File: config.mk
export PLATFORM = sky130hd
export DESIGN_NAME = tag_array_nway_flat
export DESIGN_NICKNAME = d
export VERILOG_FILES = /design/src/rtl/tag_array_nway_if.sv /design/src/rtl/tag_array_nway.sv /design/src/flat_wrapper.sv
export SDC_FILE = /design/constraint.sdc
export NUM_CORES = 1
export LEC_CHECK = 0
export ABC_AREA = 1
export BUFFER_PORTS_ARGS = -buffer_cell sky130_fd_sc_hd__buf_2
export CAP_MARGIN = 20
export CORE_AREA = 2 2 174 176
export CTS_CLUSTER_DIAMETER = 100
export CTS_CLUSTER_SIZE = 25
export DETAILED_ROUTE_END_ITERATION = 10
export DIE_AREA = 0 0 176 178
export PLACE_DENSITY = 0.73
export SYNTH_ARGS = -nofsm -noshare
export SYNTH_HDL_FRONTEND = slang
export SYNTH_SLANG_ARGS = --single-unit
File: constraint.sdc
create_clock -name clk -period 3.8 [get_ports clk]
set_input_delay 0 -clock clk [delete_from_list [all_inputs] [get_ports clk]]
set_output_delay 0 -clock clk [all_outputs]
set_load 0.05 [all_outputs]
File: src/rtl/tag_array_nway_if.sv
// Bus between the data-cache controller (master) and the N-way tag array (slave).
// Optional TAG_ARRAY_PERF_EN adds the hit/miss counter outputs.
interface tag_array_nway_if #(
  parameter int TAG_BITS   = 5,
  parameter int INDEX_BITS = 3,
  parameter int WAYS       = 4
);
  localparam int WAY_BITS = $clog2(WAYS);

  logic [INDEX_BITS-1:0] i_index;
  logic [TAG_BITS-1:0]   i_tag;
  logic                  i_lookup;
  logic                  i_fill;
  logic                  i_invalidate;
  logic                  i_modify;
  logic                  i_reserve_exclusive;
  logic                  i_flush_all;
  logic                  o_hit;
  logic [WAY_BITS-1:0]   o_hit_way;
  logic [1:0]            o_hit_state;
  logic [WAY_BITS-1:0]   o_victim_way;
  logic [TAG_BITS+1:0]   o_victim_entry;
  logic                  o_victim_dirty;
  logic                  o_busy;
`ifdef TAG_ARRAY_PERF_EN
  logic [31:0]           o_hit_count;
  logic [31:0]           o_miss_count;
`endif

  modport master (
    output i_index, i_tag, i_lookup, i_fill, i_invalidate, i_modify,
           i_reserve_exclusive, i_flush_all,
    input  o_hit, o_hit_way, o_hit_state, o_victim_way, o_victim_entry,
           o_victim_dirty, o_busy
`ifdef TAG_ARRAY_PERF_EN
    , input o_hit_count, o_miss_count
`endif
  );

  modport slave (
    input  i_index, i_tag, i_lookup, i_fill, i_invalidate, i_modify,
           i_reserve_exclusive, i_flush_all,
    output o_hit, o_hit_way, o_hit_state, o_victim_way, o_victim_entry,
           o_victim_dirty, o_busy
`ifdef TAG_ARRAY_PERF_EN
    , output o_hit_count, o_miss_count
`endif
  );
endinterface

File: src/rtl/tag_array_nway.sv
// N-way set-associative tag array: per-line MESI state, true-LRU ages,
// combinational lookup/victim, and a one-set-per-cycle flush sweep.
// Optional macro TAG_ARRAY_PERF_EN adds saturating hit/miss lookup counters.
//
// state    | meaning
// ST_IDLE  | normal operation, lookups/fills/state ops accepted
// ST_SWEEP | flush in progress, set cnt_q cleared each cycle, all ops ignored
module tag_array_nway #(
  parameter int TAG_BITS   = 5,
  parameter int INDEX_BITS = 3,
  parameter int WAYS       = 4
) (
  input logic             clk,
  input logic             rst,
  tag_array_nway_if.slave bus
);
  localparam int WAY_BITS = $clog2(WAYS);
  localparam int NUM_SETS = 1 << INDEX_BITS;

  localparam logic [0:0] ST_IDLE  = 1'b0;
  localparam logic [0:0] ST_SWEEP = 1'b1;

  localparam logic [1:0] MESI_I = 2'b00;
  localparam logic [1:0] MESI_S = 2'b01;
  localparam logic [1:0] MESI_M = 2'b10;
  localparam logic [1:0] MESI_E = 2'b11;

  logic [TAG_BITS-1:0] tag_q   [NUM_SETS][WAYS];
  logic [1:0]          state_q [NUM_SETS][WAYS];
  logic [WAY_BITS-1:0] age_q   [NUM_SETS][WAYS];

  logic [0:0]            fsm_q;
  logic [INDEX_BITS-1:0] cnt_q;

  logic                busy;
  logic                hit_raw;
  logic                hit;
  logic [WAY_BITS-1:0] hit_way;
  logic                inv_found;
  logic [WAY_BITS-1:0] inv_way;
  logic [WAY_BITS-1:0] lru_way;
  logic [WAY_BITS-1:0] victim_way;
  logic                accept;
  logic                do_fill;
  logic                do_touch;
  logic                do_state;
  logic [WAY_BITS-1:0] fill_way;
  logic [WAY_BITS-1:0] touch_way;
  logic [WAY_BITS-1:0] touch_age;
  logic [1:0]          next_state;

  assign busy = (fsm_q == ST_SWEEP);

  // Tag compare over the addressed set; descending scan so the lowest match wins.
  always_comb begin
    hit_raw = 1'b0;
    hit_way = '0;
    for (int w = WAYS - 1; w >= 0; w--) begin
      if (state_q[bus.i_index][w] != MESI_I && tag_q[bus.i_index][w] == bus.i_tag) begin
        hit_raw = 1'b1;
        hit_way = WAY_BITS'(w);
      end
    end
  end

  // Victim: lowest invalid way, else the way whose age is LRU.
  always_comb begin
    inv_found = 1'b0;
    inv_way   = '0;
    lru_way   = '0;
    for (int w = WAYS - 1; w >= 0; w--) begin
      if (state_q[bus.i_index][w] == MESI_I) begin
        inv_found = 1'b1;
        inv_way   = WAY_BITS'(w);
      end
      if (age_q[bus.i_index][w] == WAY_BITS'(WAYS - 1)) lru_way = WAY_BITS'(w);
    end
    victim_way = inv_found ? inv_way : lru_way;
  end

  assign hit = hit_raw && !busy;

  // Operation decode; a fill wins over state ops and touches only once.
  always_comb begin
    accept    = (fsm_q == ST_IDLE) && !bus.i_flush_all;
    fill_way  = hit ? hit_way : victim_way;
    do_fill   = accept && bus.i_fill;
    do_touch  = do_fill || (accept && bus.i_lookup && hit);
    touch_way = do_fill ? fill_way : hit_way;
    touch_age = age_q[bus.i_index][touch_way];
    do_state  = accept && !bus.i_fill && hit &&
                (bus.i_invalidate || bus.i_modify || bus.i_reserve_exclusive);
    if (bus.i_invalidate)  next_state = MESI_I;
    else if (bus.i_modify) next_state = MESI_M;
    else                   next_state = MESI_E;
  end

  // Array, LRU and flush sequencer updates.
  always_ff @(posedge clk) begin
    if (rst) begin
      fsm_q <= ST_IDLE;
      cnt_q <= '0;
      for (int s = 0; s < NUM_SETS; s++) begin
        for (int w = 0; w < WAYS; w++) begin
          tag_q[s][w]   <= '0;
          state_q[s][w] <= MESI_I;
          age_q[s][w]   <= WAY_BITS'(w);
        end
      end
    end else begin
      case (fsm_q)
        ST_IDLE: begin
          if (bus.i_flush_all) begin
            fsm_q <= ST_SWEEP;
            cnt_q <= '0;
          end
        end
        default: begin
          for (int w = 0; w < WAYS; w++) begin
            state_q[cnt_q][w] <= MESI_I;
            age_q[cnt_q][w]   <= WAY_BITS'(w);
          end
          if (cnt_q == INDEX_BITS'(NUM_SETS - 1)) begin
            fsm_q <= ST_IDLE;
            cnt_q <= '0;
          end else begin
            cnt_q <= cnt_q + 1'b1;
          end
        end
      endcase

      if (do_fill) begin
        tag_q[bus.i_index][fill_way]   <= bus.i_tag;
        state_q[bus.i_index][fill_way] <= MESI_S;
      end else if (do_state) begin
        state_q[bus.i_index][hit_way] <= next_state;
      end

      if (do_touch) begin
        for (int w = 0; w < WAYS; w++) begin
          if (WAY_BITS'(w) == touch_way)
            age_q[bus.i_index][w] <= '0;
          else if (age_q[bus.i_index][w] < touch_age)
            age_q[bus.i_index][w] <= age_q[bus.i_index][w] + 1'b1;
        end
      end
    end
  end

  assign bus.o_busy         = busy;
  assign bus.o_hit          = hit;
  assign bus.o_hit_way      = hit ? hit_way : '0;
  assign bus.o_hit_state    = hit ? state_q[bus.i_index][hit_way] : MESI_I;
  assign bus.o_victim_way   = victim_way;
  assign bus.o_victim_entry = {state_q[bus.i_index][victim_way], tag_q[bus.i_index][victim_way]};
  assign bus.o_victim_dirty = (state_q[bus.i_index][victim_way] == MESI_M);

`ifdef TAG_ARRAY_PERF_EN
  logic [31:0] hit_cnt_q;
  logic [31:0] miss_cnt_q;

  // Saturating lookup counters, idle cycles only.
  always_ff @(posedge clk) begin
    if (rst) begin
      hit_cnt_q  <= '0;
      miss_cnt_q <= '0;
    end else if (bus.i_lookup && !busy) begin
      if (hit_raw) begin
        if (hit_cnt_q != 32'hFFFF_FFFF) hit_cnt_q <= hit_cnt_q + 32'd1;
      end else begin
        if (miss_cnt_q != 32'hFFFF_FFFF) miss_cnt_q <= miss_cnt_q + 32'd1;
      end
    end
  end

  assign bus.o_hit_count  = hit_cnt_q;
  assign bus.o_miss_count = miss_cnt_q;
`endif
endmodule

File: src/flat_wrapper.sv
// flat-port wrapper written by rule: the top's interface ports become plain ports
module tag_array_nway_flat 
#(
  parameter int TAG_BITS   = 5,
  parameter int INDEX_BITS = 3,
  parameter int WAYS       = 4
)
  (clk, rst, bus_i_index, bus_i_tag, bus_i_lookup, bus_i_fill, bus_i_invalidate, bus_i_modify, bus_i_reserve_exclusive, bus_i_flush_all, bus_o_hit, bus_o_hit_way, bus_o_hit_state, bus_o_victim_way, bus_o_victim_entry, bus_o_victim_dirty, bus_o_busy);
  tag_array_nway_if #(.TAG_BITS(TAG_BITS), .INDEX_BITS(INDEX_BITS), .WAYS(WAYS)) bus_i ();
  input logic clk;
  input logic rst;
  input wire logic [$bits(bus_i.i_index)-1:0] bus_i_index;
  input wire logic [$bits(bus_i.i_tag)-1:0] bus_i_tag;
  input wire logic [$bits(bus_i.i_lookup)-1:0] bus_i_lookup;
  input wire logic [$bits(bus_i.i_fill)-1:0] bus_i_fill;
  input wire logic [$bits(bus_i.i_invalidate)-1:0] bus_i_invalidate;
  input wire logic [$bits(bus_i.i_modify)-1:0] bus_i_modify;
  input wire logic [$bits(bus_i.i_reserve_exclusive)-1:0] bus_i_reserve_exclusive;
  input wire logic [$bits(bus_i.i_flush_all)-1:0] bus_i_flush_all;
  output wire logic [$bits(bus_i.o_hit)-1:0] bus_o_hit;
  output wire logic [$bits(bus_i.o_hit_way)-1:0] bus_o_hit_way;
  output wire logic [$bits(bus_i.o_hit_state)-1:0] bus_o_hit_state;
  output wire logic [$bits(bus_i.o_victim_way)-1:0] bus_o_victim_way;
  output wire logic [$bits(bus_i.o_victim_entry)-1:0] bus_o_victim_entry;
  output wire logic [$bits(bus_i.o_victim_dirty)-1:0] bus_o_victim_dirty;
  output wire logic [$bits(bus_i.o_busy)-1:0] bus_o_busy;
  assign bus_i.i_index = bus_i_index;
  assign bus_i.i_tag = bus_i_tag;
  assign bus_i.i_lookup = bus_i_lookup;
  assign bus_i.i_fill = bus_i_fill;
  assign bus_i.i_invalidate = bus_i_invalidate;
  assign bus_i.i_modify = bus_i_modify;
  assign bus_i.i_reserve_exclusive = bus_i_reserve_exclusive;
  assign bus_i.i_flush_all = bus_i_flush_all;
  assign bus_o_hit = bus_i.o_hit;
  assign bus_o_hit_way = bus_i.o_hit_way;
  assign bus_o_hit_state = bus_i.o_hit_state;
  assign bus_o_victim_way = bus_i.o_victim_way;
  assign bus_o_victim_entry = bus_i.o_victim_entry;
  assign bus_o_victim_dirty = bus_i.o_victim_dirty;
  assign bus_o_busy = bus_i.o_busy;
  tag_array_nway #(.TAG_BITS(TAG_BITS), .INDEX_BITS(INDEX_BITS), .WAYS(WAYS)) u_core (.clk(clk), .rst(rst), .bus(bus_i));
endmodule
Word-level counts from Yosys, hierarchy flattened
Memory sizes are Yosys's and may differ from the RTL's. Index checks and enable logic that the tools add are counted.

Memories: 3. Output and inout bits: 16. Bits in writable memories: 288. Bits of input ports: 16. Bits in registers: 4. ROM bits: 0. Latch bits: 0.

Bitwise logic cells: 17. Multipliers: 0. Equal/unequal tests: 13. Shift-type cells: 0. Add/sub/neg operators: 5. $lt $le $gt $ge: 10. Div/mod/pow operators: 0. Multiplexer cells: 127. Reductions and logical operators: 35.

Memory list: u_core.tag_q (depth 8, bits a word 20, read ports 1, clocked after Yosys merged registers in 0, write ports 8, RTL line tag_array_nway.sv:28) `logic [TAG_BITS-1:0] tag_q [NUM_SETS][WAYS];`; u_core.age_q (depth 8, bits a word 8, read ports 1, clocked after Yosys merged registers in 0, write ports 8, RTL line tag_array_nway.sv:30) `logic [WAY_BITS-1:0] age_q [NUM_SETS][WAYS];`; u_core.state_q (depth 8, bits a word 8, read ports 1, clocked after Yosys merged registers in 0, write ports 8, RTL line tag_array_nway.sv:29) `logic [1:0] state_q [NUM_SETS][WAYS];`.

Operator list (count): $mux W1 (68); $mux W2 (30); $mux W20 (3); $mux W8 (7); $reduce_or A8 Y1 (4); $mux W3 (8); $eq A5 B5 Y1 (4); $reduce_or A20 Y1 (1); $mux W5 (3); $logic_and A1 B1 Y1 (14); $bmux W2 S2 (3); $ge A3 B3 Y1 const B (4); $not A2 Y3 (4); $or A1 B1 Y1 (12); $bmux W5 S2 (1); $demux W5 S2 (1); $eq A2 B2 Y1 const B (5); $logic_not A2 Y1 (5); $reduce_bool A2 Y1 (5); $add A2 B1 Y2 const B (4); $demux W2 S2 (2); $lt A2 B2 Y1 (4); $lt A3 B1 Y1 const B (2); $eq A2 B2 Y1 const A (2); 7 further kinds (11).

Longest topological paths before layout
Gate-level depths: netlist of the first run. An unclocked memory read counts as a cell.

Depth after elaboration: 23. Depth in mapped cells: 31. Gate-level depth less buffers: 27.

Worst setup path before layout of the first run
No wires, ideal clock.

Path kind: input to output. From: input port bus_i_index[2]. To: output port bus_o_victim_entry[3]. Stages on the path: 21. Required time: 3.800 ns. Data arrival time: 3.977 ns. Slack: -0.177 ns. Path through: buf_4 -> inv_1 -> nor2_4 -> buf_2 -> inv_1 -> nor2_1 -> clkbuf_1 -> a22o_1 -> a221oi_1 -> nand2_1 -> ha_1 -> inv_1 -> a21oi_1 -> o21ai_0 -> nand2_1 -> nand2_1 -> nand2_1 -> inv_1 -> clkbuf_1 -> nor2_1 -> o21ai_0.

Word-level cells in the longest chain between the ends: 11. Elaborated cells between the ends (all ways): 28. Those cells by class: eq/ne: 4; mux: 16; bitwise: 1; reduce/logical: 4; memory: 3.

RTL lines: from (decl) (RTL line flat_wrapper.sv:12) `input wire logic [$bits(bus_i.i_index)-1:0] bus_i_index;`; $mem_v2 Z8 W8 (on tied branches); $eq A2 B2 Y1 or $logic_not A2 Y1 (tied branches) (RTL line tag_array_nway.sv:76, tag_array_nway.sv:72); $mux W2 (tied with other cells) (4 in a row) (RTL line tag_array_nway.sv:76) `if (age_q[bus.i_index][w] == WAY_BITS'(WAYS - 1)) lru_way = WAY_BITS'(w);`; $mux W2 * (RTL line tag_array_nway.sv:78) `victim_way = inv_found ? inv_way : lru_way;`; via bus_o_victim_way[0] (RTL line flat_wrapper.sv:23) `output wire logic [$bits(bus_i.o_victim_way)-1:0] bus_o_victim_way;`; $not A2 Y3 (implied by the code) * (RTL line tag_array_nway.sv:155) `assign bus.o_victim_entry = {state_q[bus.i_index][victim_way], tag_q[bus.i_index][victim_way]};`; $bmux W5 S2 * (RTL line tag_array_nway.sv:155); $mux W5 (implied by the code) * (2 in a row) (RTL line tag_array_nway.sv:155); to (decl) (RTL line flat_wrapper.sv:24) `output wire logic [$bits(bus_i.o_victim_entry)-1:0] bus_o_victim_entry;`.

The timed path passes the listed nets; every way through them passes the cells marked *. The select of a mux whose other input is x is not followed.

==> results.md, run 1 <==
* Final Max Slew Viols at 0
* Relative area change from synthesis to final layout at 17.4%
* Part of the power in registers at 53.1%
* GRT Util Overall at 28.1%
* Multiplexer fraction of the synthesized cell area at 0%
* Initial Util at 54.3%
* Warning count from the yosys run at 0
* Iteration-0 DRC count of the detailed router at 1438
* I/O pin count at 32
* Worst-case setup slack after placement at -308 ps
* Leakage Power at 8.52 nW
* #FFs+latches synth at 292
* Total half-perimeter wirelength after legalization and detailed placement at 31.1 mm
* Met2 wire length at 21.9 mm
* Pin count of the biggest net entering global routing at 58
* Bufs on Longest Clock Path at 3
* Commonest cells post-synth: sky130_fd_sc_hd__nand2_1, sky130_fd_sc_hd__nor2_1, sky130_fd_sc_hd__edfxtp_1
* Final Hold Viols at 0
* Share of the synthesized area in compound gates (AO/OA/AOI/OAI) at 4.45%
* Cell accounting for the most synthesized area: sky130_fd_sc_hd__edfxtp_1
* Power Density at 369 mW/mm^2
* Clock tree from TritonCTS: built
* Internal Pwr Total at 0.00488 W
* Most used flip-flop cell after synthesis: sky130_fd_sc_hd__edfxtp_1
* Horizontal die dimension at 176 um
* Worst path arrival time at 3850 ps
* Peak fanout along the critical path at 16
* Maximum clock frequency at 279 MHz
* Post-route standard cell area excluding fillers at 0.0187 mm^2
* DIE AREA at 0.0313 mm^2
* Synth Area per Inst at 8.21 um^2
* Worst EP required at 4060 ps
* Clock transition time at the flip-flop clock pins of the worst setup and hold paths at 100 ps
* Number of antenna-violating nets in the routed design at 0
* Port Buffer Count at 31
* Height of the die at 178 um
* Syn nets at 1966
* Ys async rst share at 0%
* Number of instances in the synthesized netlist at 1944
* Fill cell total of the finished layout at 2476
* Xor/xnor cell area share of the yosys netlist at 0%
* Cell with the most instances after synthesis: sky130_fd_sc_hd__nand2_1
* Run status: finished, final reports clean
* Startpoint-to-endpoint class of the critical path: register to register
* Fin worst setup slack at 212 ps
* Share of Yosys cell area claimed by the top area cell type at 54.2%
* Number of antenna violations at the first check in global routing at 1
* Switching power at 0.00204 W
* Via density per instance at 5.49
* Maximum VDD drop at 0.546 mV
* Setup violators final at 0
* Simple logic cell fraction of the synthesized area at 32.1%
* Vias post-DR at 13888
* Relative slew slack at 21.7%
* Fin Clk Skew at 26.2 ps
* Total met3 wirelength after detailed routing at 3.28 mm
* Clock latency of the later-clocked register in the worst-skew pair at 510 ps
* Element type at the critical path end: register
* Tightest Pin Transition at 1170 ps
* Final wirelength at 44.0 mm
* Clock Root Buffer: sky130_fd_sc_hd__clkbuf_16
* Sequential area share after synthesis at 54.7%
* Remaining global-route overflow at 0
* Area after detailed placement at 0.0181 mm^2
* CTS Sinks at 292
* Max H-tree Level at 1
* Ranking of synthesized cells by area: sky130_fd_sc_hd__edfxtp_1, sky130_fd_sc_hd__nand2_1, sky130_fd_sc_hd__nor2_1
* Ratio of cells with drive above 1 in the final layout at 17.0%
* Core Footprint at 0.0294 mm^2
* Post-route DRC violation count at 0
* Number of maximum-capacitance constraint violations at 0
* Relative contribution of combinational cells to total power at 22.0%
* Cell row count at 63
* Adder and majority gate portion of the synthesized area at 0.470%
* Largest family of logic cells by synthesized area: simple AND/OR/NAND/NOR gates
* Class of the tightest hold or removal check: input pin to register
* TritonRoute pass-1 iters at 6
* Period Utilization, post-route at 94.4%
* Kind of launch point of the worst setup path: register
* Number of distinct library cells after synthesis at 41
* Via count of the first global-routing pass at 13198
* Mean routed wirelength per cell at 17.4 um
* Switching power share of the total at 29.4%
* Number of nets in the layout at 2158
* Post-Synthesis Cell Area at 0.0160 mm^2
* Clock power share at 24.9%
* Clock buffer count from CTS at 15
* Final core area utilization at 63.7%
* First-pass GRT wire length at 68.1 mm
* Routed met1 length at 17.6 mm
* Uppermost routed layer: met4
* Final critical path time including I/O delays and setup at 3590 ps
* Number of flops mapped to enable cells by yosys at 288
* Routability Congestion at 0.966
layout by cell type, fill, tap and decap left out, types with 9 or more instances in the layout:
master / n
sky130_fd_sc_hd__a221oi_1: 9
sky130_fd_sc_hd__a22o_1: 19
sky130_fd_sc_hd__buf_12: 19
sky130_fd_sc_hd__buf_2: 28
sky130_fd_sc_hd__buf_4: 207
sky130_fd_sc_hd__clkbuf_16: 15
sky130_fd_sc_hd__edfxtp_1: 288
sky130_fd_sc_hd__inv_1: 223
sky130_fd_sc_hd__inv_2: 13
sky130_fd_sc_hd__nand2_1: 607
sky130_fd_sc_hd__nand2_2: 17
sky130_fd_sc_hd__nand3_1: 168
sky130_fd_sc_hd__nand4_1: 15
sky130_fd_sc_hd__nand4_2: 20
sky130_fd_sc_hd__nor2_1: 360
sky130_fd_sc_hd__o211ai_1: 9
sky130_fd_sc_hd__o21ai_0: 27
sky130_fd_sc_hd__o21ai_1: 10
stage by stage:
step                      std cells  hold slack (ps)  TNS (ps)  total power [W]
after global placement         2502              262    -25250          0.00518
after CTS                      2526              108         0          0.00688
final                          2531              130         0          0.00692
after floorplan                1944             72.4         0          0.00462
after detailed placement       2502              273    -36280          0.00521
after global routing           2531              116      -678          0.00717
critical path, cell delays in order, from the launching register on:
cell,delay (ps)
sky130_fd_sc_hd__edfxtp_1,370
sky130_fd_sc_hd__or2_2,270
sky130_fd_sc_hd__nand3_1,80
sky130_fd_sc_hd__nand2_1,100
sky130_fd_sc_hd__nor2_1,130
sky130_fd_sc_hd__nand2_1,60
sky130_fd_sc_hd__nand2_1,110
sky130_fd_sc_hd__nand3_1,90
sky130_fd_sc_hd__nor2_2,180
sky130_fd_sc_hd__nor2_2,70
sky130_fd_sc_hd__nand2_2,160
sky130_fd_sc_hd__nand2_4,110
sky130_fd_sc_hd__buf_4,150
sky130_fd_sc_hd__a21oi_4,190
sky130_fd_sc_hd__inv_2,50
sky130_fd_sc_hd__nand3_1,80
sky130_fd_sc_hd__nand2_1,90
sky130_fd_sc_hd__nor2_4,180
sky130_fd_sc_hd__nand2_8,120
sky130_fd_sc_hd__nand2_1,140
sky130_fd_sc_hd__o21ai_4,80
sky130_fd_sc_hd__buf_12,160
sky130_fd_sc_hd__nand4_1,170
sky130_fd_sc_hd__buf_4,140
sky130_fd_sc_hd__nor2_1,30
final timing paths:
kind                            depth (start not counted)                                 end                               from  slack, ps
worst max-delay path                                   24  u_core.state_q[3][7]$_SDFFCE_PN0P_  u_core.tag_q[2][19]$_SDFFCE_PN0P_        210
worst min-delay path                                    3   u_core.tag_q[1][15]$_SDFFCE_PN0P_                       bus_i_tag[0]        130
worst max register to register                         24  u_core.state_q[3][7]$_SDFFCE_PN0P_  u_core.tag_q[2][19]$_SDFFCE_PN0P_        210
worst min register to register                          1        u_core.cnt_q[0]$_SDFFE_PP0P_       u_core.cnt_q[0]$_SDFFE_PP0P_        540
registers in the layout (all words and copies together) (netlist names):
| register | count |
|---|---|
| u_core.tag_q | 160 |
| u_core.age_q | 64 |
| u_core.state_q | 64 |
| u_core.cnt_q | 3 |
| u_core.bus.o_busy | 1 |
final cells by class:
class	count	area, um^2	share of cell area (%)
Sequential cell	292	8730	46.6
Multi-Input combinational cell	1326	6070	32.4
Timing Repair Buffer	260	2130	11.4
Inverter	241	907	4.84
Tap cell	390	488	2.60
Clock buffer	20	394	2.10
Clock inverter	1	8.76	0.0468
Antenna cell	1	2.50	0.0134
power by group through the flow:
stage	Clock, W	Combinational, W	Sequential (W)
floorplan	0	0.000885	0.00373
global placement	0	0.00144	0.00374
detailed placement	0	0.00146	0.00375
CTS	0.00174	0.00147	0.00367
global route	0.00185	0.00165	0.00368
finish	0.00172	0.00152	0.00367
cells by family after synthesis:
kind of cell    count (synthesis)
compound gates                 99
buf+inv                       326
flops                         292
simple gates                 1221
fa+ha+maj                       6
per-layer routing:
layer	track usage, %	vias up
met5	0	-
met4	8.30	0
met3	3.20	75
met2	49.6	564
met1	36.7	6610
li1	-	6639
timing repair:
item / in CTS / in global routing
pin swaps: 0 / 6
resized for setup: 1 / 45
hold endpoints to repair: 4 / 0
setup endpoints to repair: 8 / 258
cloned: 0 / 0
buffers inserted: 0 / 4
hold buffers: 3 / 0
(Power assumes the default switching activity.)
==> run 2, diff against run 1 <==
CAP_MARGIN = 10   (was 20)
CORE_AREA = 2 2 124 246   (was 2 2 174 176)
DIE_AREA = 0 0 126 248   (was 0 0 176 178)
clock period = 3.3 ns   (was 3.8 ns; I/O delays follow)
==> results.md, run 2 (synthesis gave the netlist of run 1 again) <==
* Peak fanout along the critical path at 5 (-11)
* Mean routed wirelength per cell at 18.3 um (+5.6%)
* GRT Util Overall at 30.0% (+1.9 points)
* Number of antenna-violating nets in the routed design at 0 (unchanged)
* Maximum clock frequency at 286 MHz (+2.5%)
* Number of nets in the layout at 2243 (+3.9%)
* Number of antenna violations at the first check in global routing at 0 (-1)
* Element type at the critical path end: register
* Height of the die at 248 um (+39%)
* Iteration-0 DRC count of the detailed router at 1137 (-21%)
* DIE AREA at 0.0312 mm^2 (-0.26%)
* Horizontal die dimension at 126 um (-28%)
* Commonest non-fill, non-tap cell in the layout: sky130_fd_sc_hd__nand2_1
* First-pass GRT wire length at 72.0 mm (+5.7%)
* Tightest Pin Transition at 707 ps (-464 ps)
* Internal Pwr Total at 0.00581 W (+19%)
* Core Footprint at 0.0294 mm^2 (about the same)
* Run status: finished with violations
* Fin worst setup slack at -203 ps (-414 ps)
* Post-route standard cell area excluding fillers at 0.0203 mm^2 (+8.1%)
* Switching power share of the total at 29.9% (+0.45 points)
* Class of the tightest hold or removal check: input pin to register
* Port Buffer Count at 31 (unchanged)
* Clock latency of the later-clocked register in the worst-skew pair at 520 ps (about the same)
* Bufs on Longest Clock Path at 3 (unchanged)
* Total half-perimeter wirelength after legalization and detailed placement at 34.2 mm (+10%)
* Clock tree from TritonCTS: built
* Via count of the first global-routing pass at 14144 (+7.2%)
* Maximum VDD drop at 0.555 mV (+1.5%)
* Period Utilization, post-route at 106% (+12 points)
* Ratio of cells with drive above 1 in the final layout at 26.2% (+9.2 points)
* Max H-tree Level at 1 (unchanged)
* Number of maximum-capacitance constraint violations at 0 (unchanged)
* I/O pin count at 32 (unchanged)
* Worst EP required at 3530 ps (-530 ps)
* Final critical path time including I/O delays and setup at 3500 ps (-85.8 ps)
* Violations in the final reports: setup timing
* Relative contribution of combinational cells to total power at 25.2% (+3.2 points)
* Kind of launch point of the worst setup path: register
* Final core area utilization at 68.9% (+5.2 points)
* Cell row count at 89 (+41%)
* Clock Root Buffer: sky130_fd_sc_hd__clkbuf_16
* Clock transition time at the flip-flop clock pins of the worst setup and hold paths at 110 ps (about the same)
* Vias post-DR at 14281 (+2.8%)
* Via density per instance at 5.52 (+0.53%)
* Routability Congestion at 0.977 (+1.2%)
* Startpoint-to-endpoint class of the critical path: register to register
* Remaining global-route overflow at 0 (unchanged)
* Part of the power in registers at 51.1% (-2.0 points)
* Pin count of the biggest net entering global routing at 50 (-14%)
* Initial Util at 54.3% (about the same)
* Worst-case setup slack after placement at -707 ps (-399 ps)
* Relative slew slack at 52.9% (+31 points)
* Worst path arrival time at 3730 ps (-120 ps)
* Relative area change from synthesis to final layout at 26.9%
* Power Density at 409 mW/mm^2 (+11%)
* Register bank with the most flops: u_core.tag_q
* Area after detailed placement at 0.0187 mm^2 (+3.2%)
* CTS Sinks at 292 (unchanged)
* Leakage Power at 9.09 nW (+6.7%)
* Final Hold Viols at 0 (unchanged)
* Commonest cells after routing, fill and taps aside: sky130_fd_sc_hd__nand2_1, sky130_fd_sc_hd__nor2_1, sky130_fd_sc_hd__edfxtp_1
* Setup violators final at 318 (+318)
* Clock buffer count from CTS at 15 (unchanged)
* Final wirelength at 47.5 mm (+8.1%)
* Switching power at 0.00248 W (+22%)
* Clock power share at 23.8% (-1.1 points)
* Final Max Slew Viols at 0 (unchanged)
* Largest regs: u_core.tag_q (160), u_core.age_q (64), u_core.state_q (64)
* Flip-flop count of the largest register after layout at 160 (unchanged)
* Fin Clk Skew at 38.4 ps (+12.2 ps)
* Post-route DRC violation count at 0 (unchanged)
* Ant. Diodes at 0 (-1)
* TritonRoute pass-1 iters at 5 (-1)
* Setup repair after global routing missed its margin: yes
==> run 2: power by group through the flow <==
stage	clock, W	sequential (W)	combinational, W
floorplan	0	0.00430	0.00110
global placement	0	0.00431	0.00176
detailed placement	0	0.00431	0.00178
CTS	0.00198	0.00423	0.00189
global route	0.00210	0.00424	0.00223
finish	0.00197	0.00423	0.00209
==> run 2: metrics by stage <==
step | setup TNS [ps] | total power, W | std cells | hold slack, ps
floorplan | -13960 | 0.00540 | 1944 | 72.4
global placement | -130600 | 0.00607 | 2515 | 262
detailed placement | -168730 | 0.00610 | 2515 | 264
CTS | -23850 | 0.00810 | 2565 | 19.7
global route | -88910 | 0.00857 | 2589 | 31.1
finish | -32300 | 0.00829 | 2589 | 33.3
==> run 2: timing repair <==
| item | in CTS | in global routing |
|---|---|---|
| hold buffers | 5 | 0 |
| endpoints found under the hold margin | 4 | 0 |
| setup buffers | 19 | 23 |
| resized for setup | 60 | 135 |
| pin swaps | 21 | 63 |
| gates cloned | 5 | 1 |
| endpoints found under the setup margin | 283 | 507 |
==> run 2: final cells by class <==
| class | instances | area, um^2 |
|---|---|---|
| Clock buffer | 20 | 394 |
| Clock inverter | 1 | 8.76 |
| Tap cell | 364 | 455 |
| Fill cell | 2256 | 9150 |
| Multi-Input combinational cell | 1329 | 6790 |
| Inverter | 241 | 930 |
| Timing Repair Buffer | 342 | 2940 |
| Sequential cell | 292 | 8730 |
==> run 2: path summary, 6_finish.rpt <==
check,from,end,slack [ps],depth (start not counted)
setup / recovery,u_core.age_q[3][6]$_SDFFCE_PN0P_,u_core.state_q[1][2]$_SDFFCE_PN0P_,-200,19
hold / removal,bus_i_tag[4],u_core.tag_q[7][19]$_SDFFCE_PN0P_,30,3
setup reg to reg,u_core.age_q[3][6]$_SDFFCE_PN0P_,u_core.state_q[1][2]$_SDFFCE_PN0P_,-200,19
hold reg to reg,u_core.bus.o_busy$_SDFF_PP0_,u_core.cnt_q[0]$_SDFFE_PP0P_,580,3
==> run 2: critical path: stages (launching register included) <==
cell,delay [ps]
sky130_fd_sc_hd__edfxtp_1,420
sky130_fd_sc_hd__a22o_1,210
sky130_fd_sc_hd__or4_4,560
sky130_fd_sc_hd__ha_4,190
sky130_fd_sc_hd__buf_4,130
sky130_fd_sc_hd__nor3_2,190
sky130_fd_sc_hd__o21ai_2,100
sky130_fd_sc_hd__inv_4,70
sky130_fd_sc_hd__a21oi_4,70
sky130_fd_sc_hd__inv_2,80
sky130_fd_sc_hd__nand3_2,90
sky130_fd_sc_hd__nand2_2,120
sky130_fd_sc_hd__nor2_4,50
sky130_fd_sc_hd__nand2_4,90
sky130_fd_sc_hd__buf_6,130
sky130_fd_sc_hd__nand2_1,130
sky130_fd_sc_hd__nand2_4,190
sky130_fd_sc_hd__buf_12,130
sky130_fd_sc_hd__nand4_2,120
sky130_fd_sc_hd__nand2_1,130
==> run 2: layer usage <==
metal | vias up | wire length, um | global-route usage [%]
li1 | 6828 | - | -
met1 | 6709 | 15500 | 30.6
met2 | 554 | 25600 | 57.2
met3 | 190 | 2450 | 2.65
met4 | 0 | 3930 | 20.3
met5 | - | 0 | 0
